--- config.mk ---
export PLATFORM = sky130hd
export DESIGN_NAME = serial_subtractor
export DESIGN_NICKNAME = d
export VERILOG_FILES = /design/src/rtl/serial_sub_pkg.sv /design/src/rtl/serial_sub_cell.sv /design/src/rtl/serial_subtractor.sv
export SDC_FILE = /design/constraint.sdc
export NUM_CORES = 1
export LEC_CHECK = 0
export BUFFER_PORTS_ARGS = -buffer_cell sky130_fd_sc_hd__clkbuf_2
export CAP_MARGIN = 20
export CORE_UTILIZATION = 45
export DETAILED_ROUTE_END_ITERATION = 6
export PLACE_DENSITY = 0.69
export SYNTH_ARGS = -nofsm -noshare
export SYNTH_HDL_FRONTEND = slang
export SYNTH_HIERARCHICAL = 1
export SYNTH_SLANG_ARGS = --single-unit
--- constraint.sdc ---
create_clock -name clk -period 2.4 [get_ports clk]
set_input_delay 0.36 -clock clk [delete_from_list [all_inputs] [get_ports clk]]
set_output_delay 0.36 -clock clk [all_outputs]
set_load 0.05 [all_outputs]
--- src/rtl/serial_sub_pkg.sv ---
// Shared constants and FSM state encoding for the bit-serial subtractor.
package serial_sub_pkg;

  localparam int SUB_WIDTH_DEF = 8;

  typedef enum logic [1:0] {
    ST_IDLE = 2'd0,
    ST_RUN  = 2'd1,
    ST_DONE = 2'd2
  } state_t;

endpackage

--- src/rtl/serial_sub_cell.sv ---
// Combinational single-bit full subtractor: {bo,d} = a - b - bi.
module serial_sub_cell (
  output logic d,
  output logic bo,
  input  logic a,
  input  logic b,
  input  logic bi
);

  // Two-bit arithmetic: a negative result wraps so that bit 1 is the borrow.
  assign {bo, d} = {1'b0, a} - {1'b0, b} - {1'b0, bi};

endmodule

--- src/rtl/serial_subtractor.sv ---
// Bit-serial WIDTH-bit subtractor, LSB first, with start/busy/done handshake.
// Optional signed-overflow output enabled by defining SERIAL_SUB_OVF_EN.
module serial_subtractor
  import serial_sub_pkg::*;
#(
  parameter int WIDTH = SUB_WIDTH_DEF
) (
  input  logic             clk,
  input  logic             rst,
  input  logic             start,
  input  logic [WIDTH-1:0] a,
  input  logic [WIDTH-1:0] b,
  output logic             busy,
  output logic             done,
  output logic [WIDTH-1:0] diff,
  output logic             borrow_out
`ifdef SERIAL_SUB_OVF_EN
  ,
  output logic             overflow
`endif
);

  localparam int CNT_W = $clog2(WIDTH) + 1;

  state_t             state;
  logic [WIDTH-1:0]   a_sr;
  logic [WIDTH-1:0]   b_sr;
  logic [WIDTH-2:0]   res_sr;
  logic               borrow_q;
  logic [CNT_W-1:0]   count;
  logic               cell_d;
  logic               cell_bo;
  logic [WIDTH-1:0]   res_next;
`ifdef SERIAL_SUB_OVF_EN
  logic               a_msb;
  logic               b_msb;
`endif

  serial_sub_cell u_cell (
    .d  (cell_d),
    .bo (cell_bo),
    .a  (a_sr[0]),
    .b  (b_sr[0]),
    .bi (borrow_q)
  );

  // Partial result lives only in res_sr; diff is written once per operation.
  assign res_next = {cell_d, res_sr};

  // NOTE: all state uses non-blocking assignments so every register samples
  // pre-edge values; blocking here would chain shifts within one edge.
  always_ff @(posedge clk) begin
    if (rst) begin
      state      <= ST_IDLE;
      a_sr       <= '0;
      b_sr       <= '0;
      res_sr     <= '0;
      borrow_q   <= 1'b0;
      count      <= '0;
      busy       <= 1'b0;
      done       <= 1'b0;
      diff       <= '0;
      borrow_out <= 1'b0;
`ifdef SERIAL_SUB_OVF_EN
      a_msb      <= 1'b0;
      b_msb      <= 1'b0;
      overflow   <= 1'b0;
`endif
    end else begin
      done <= 1'b0;
      unique case (state)
        ST_IDLE, ST_DONE: begin
          state <= ST_IDLE;
          if (start) begin
            state    <= ST_RUN;
            a_sr     <= a;
            b_sr     <= b;
            borrow_q <= 1'b0;
            count    <= '0;
            busy     <= 1'b1;
`ifdef SERIAL_SUB_OVF_EN
            a_msb    <= a[WIDTH-1];
            b_msb    <= b[WIDTH-1];
`endif
          end
        end
        ST_RUN: begin
          a_sr     <= a_sr >> 1;
          b_sr     <= b_sr >> 1;
          res_sr   <= res_next[WIDTH-1:1];
          borrow_q <= cell_bo;
          count    <= count + 1'b1;
          if (count == CNT_W'(WIDTH - 1)) begin
            state      <= ST_DONE;
            busy       <= 1'b0;
            done       <= 1'b1;
            diff       <= res_next;
            borrow_out <= cell_bo;
`ifdef SERIAL_SUB_OVF_EN
            overflow   <= (a_msb != b_msb) && (res_next[WIDTH-1] != a_msb);
`endif
          end
        end
        default: state <= ST_IDLE;
      endcase
    end
  end

endmodule

==> impl_metrics.env <==
export IMPL_synthToLayoutAreaGrowth_pct=14.1
export IMPL_drtIter0Drc=49
export IMPL_fin_nets=230
export IMPL_fp_dieW_um=63.5
export IMPL_clkTransAtPathRegs_ps=80
export IMPL_status="complete, no violations"
export IMPL_power_density_mw_per_mm2=695
export IMPL_overflow=0
export IMPL_post_cts_buffers=0
export IMPL_clockRootBuffer="clkbuf_8"
export IMPL_via_count=1370
export IMPL_r2r_slack_ps=910
export IMPL_worst_pin_slew_ps=715
export IMPL_rsz0062_at_grt="no"
export IMPL_fin_ws_ps=915
export IMPL_initial_core_util_pct=49.0
export IMPL_drc=0
export IMPL_track_usage_pct=17.6
export IMPL_core_mm2=0.00347
export IMPL_design_area_mm2=0.00194
export IMPL_syn_area_mm2=0.00170
export IMPL_num_io_pins=30
export IMPL_r2r_start="state[1]"
export IMPL_hold_depth=3
export IMPL_synthAdderAreaFrac_pct=1.91
export IMPL_via_per_inst=5.35
export IMPL_yosys_area_share_simple_pct=21.3
export IMPL_rows=21
export IMPL_vdd_drop_max_mv=0.394
export IMPL_dp_hpwl_um=2060
export IMPL_critPathKind="reg2reg"
export IMPL_utilization_pct=56.0
export IMPL_maxSlewViolCount=0
export IMPL_ant_nets=0
export IMPL_worst_ep_arrival_time_ps=1720
export IMPL_synthDistinctLibCells=26
export IMPL_worstSetupStartpointType="flip-flop"
export IMPL_place_gp_congestion=0.716
export IMPL_finalPower_uw=1350
export IMPL_postCtsHoldBufs=0
export IMPL_synth_compound_area_share_pct=15.7
export IMPL_ys_ff_latch=41
export IMPL_fill_cells=333
export IMPL_die_h_um=63.5
export IMPL_setup_violations=0
export IMPL_wl_um=3120
export IMPL_wl_per_cell_um=12.2
export IMPL_post_cts_resized=0
export IMPL_critical_path_max_fanout=16
export IMPL_finalClockSkew_ps=5.96
export IMPL_numPortBuffers=29
export IMPL_synth_avg_cell_area_um2=9.19
export IMPL_grt_max_degree=32
export IMPL_synth_mux_area_share_pct=6.84
export IMPL_cts_buffer_depth=2
export IMPL_drive_above_1_share_pct=21.9
export IMPL_synthCells=185
export IMPL_tns_ps=0
export IMPL_dieArea_mm2=0.00403
export IMPL_cp_required_ps=2630
export IMPL_grt_pass1_wl_um=5420
export IMPL_numCtsBuffers=5
export IMPL_synth_xor_area_share_pct=0
export IMPL_synth_top_family_by_area="simple AND/OR/NAND/NOR gates"
export IMPL_p_leak_uw=0.000726
export IMPL_period_needed_ps=1490
export IMPL_cts_tree="built"
export IMPL_rr_worst_depth=3
export IMPL_clk_latency_ps=300
export IMPL_cts_htree_levels=2
export IMPL_antenna_found_initial=0
export IMPL_dr_pass1_iters=4
export IMPL_final_hold_violation_count=0
export IMPL_diodes=0
export IMPL_placed_cell_area_mm2=0.00184
export IMPL_synth_seq_area_share_pct=48.3
export IMPL_drv_cap=0
export IMPL_cts_sinks=41
export IMPL_grt_pass1_vias=1200
export IMPL_holdCritStartpoint="b[7]"
export IMPL_holdPathEnd="b_sr[7]"
export IMPL_dp_slack_ps=907
export IMPL_endpoint_kind="flip-flop"
export IMPL_ys_warnings_count=6
export IMPL_max_freq_mhz=673
export IMPL_slew_headroom_pct=52.3
export IMPL_min_period_over_period_pct=61.9
export IMPL_hold_path_class="in2reg"
export IMPL_synth_fp_nets=206
export IMPL_timing_rr_end="diff[7]"
[where the power goes]
part | switching, µW | internal (µW)
sequential | 14.7 | 705
combinational | 80.0 | 51.6
clock | 238 | 260
[metal layers]
metal  track usage [%]  part of all wire (%)  vias to the layer above
li1                  -                     -                      693
met4              8.81                   2.1                        0
met2              28.5                    49                       32
met5                 0                     0                        -
met1              19.8                    43                      640
met3              6.88                   5.5                        5
[sequential cells by signal, summed over array words and instances, names as in the netlist, 2 cells and up]
name    flops
a_sr        8
b_sr        8
diff        8
res_sr      7
count       4
state       2
[cell type report]
cell class / count / area (µm²) / share of cell area [%]
Clock buffer: 7 / 96.3 / 4.96
Sequential cell: 41 / 821 / 42.3
Timing Repair Buffer: 33 / 175 / 9.03
Inverter: 2 / 7.51 / 0.387
Tap cell: 46 / 57.6 / 2.97
Multi-Input combinational cell: 126 / 778 / 40.1
Clock inverter: 1 / 5.00 / 0.258
[layout by cell type, fill, tap and decap left out, drive strengths merged]
cell type / instances
buf: 4
nor3: 2
mux2: 2
inv: 2
clkinv: 1
mux2i: 9
fa: 1
nand2: 18
nand3: 19
nor3b: 1
dfxtp: 41
ha: 1
clkbuf: 36
nor2: 3
a21oi: 29
nand4: 1
nor2b: 1
a22oi: 14
o21ai: 1
a211oi: 1
and2b: 1
nand3b: 1
nand2b: 21
[metrics by stage]
stage | std cells | hold WS [ps]
after global placement | 248 | 456
after detailed placement | 248 | 457
after CTS | 256 | 276
after global routing | 256 | 304
after floorplan | 185 | 437
final | 256 | 280
[cells in the mapped netlist]
library cell  count  area share, %
fa_1              1            1.2
mux2_2            1           0.66
nand2b_1         21            7.7
nor2_4            1           0.66
ha_1              1           0.74
clkbuf_1          5            1.1
o21ai_0           1           0.29
nor3_1            2           0.59
nand3_1          19            5.6
buf_2             6            1.8
a22oi_1          14            6.2
dfxtp_1          41             48
buf_6             2            1.3
nand3b_2          1           0.66
nor2_1            2           0.44
and2b_1           1           0.44
buf_4             3            1.3
inv_1             2           0.44
mux2i_1           9            5.3
nor3b_1           1           0.44
nor2b_1           1           0.37
a211oi_2          1           0.74
nand2_1          18            4.0
mux2_4            1           0.88
nand4_1           1           0.37
a21oi_1          29            8.5
[worst max-delay path, cell delays in order, from the launching register on]
cell and delay, ps:
dfxtp_1 310, nand2b_1 420, nor2_4 460, mux2i_1 230
[kinds of logic (layout without fill, tap and decap cells)]
group | count (synthesis) | count (layout)
flip-flops | 41 | 41
multiplexers | 11 | 11
AO/OA/AOI/OAI | 45 | 45
buffers and inverters | 18 | 43
AND/OR/NAND/NOR | 68 | 68
adder cells (fa/ha/maj) | 2 | 2
[worst max-delay path by stage]
stage / startpoint / endpoint / slack [ps] / depth (start not counted)
final: state[1] / diff[7] / 910 / 3
after global routing: state[0] / diff[0] / 720 / 3
after CTS: state[0] / diff[7] / 880 / 3
after detailed placement: state[0] / diff[7] / 910 / 3
after global placement: state[0] / busy / 960 / 4
after floorplan: count[0] / borrow_out / 1200 / 4
(Power assumes the default switching activity.)
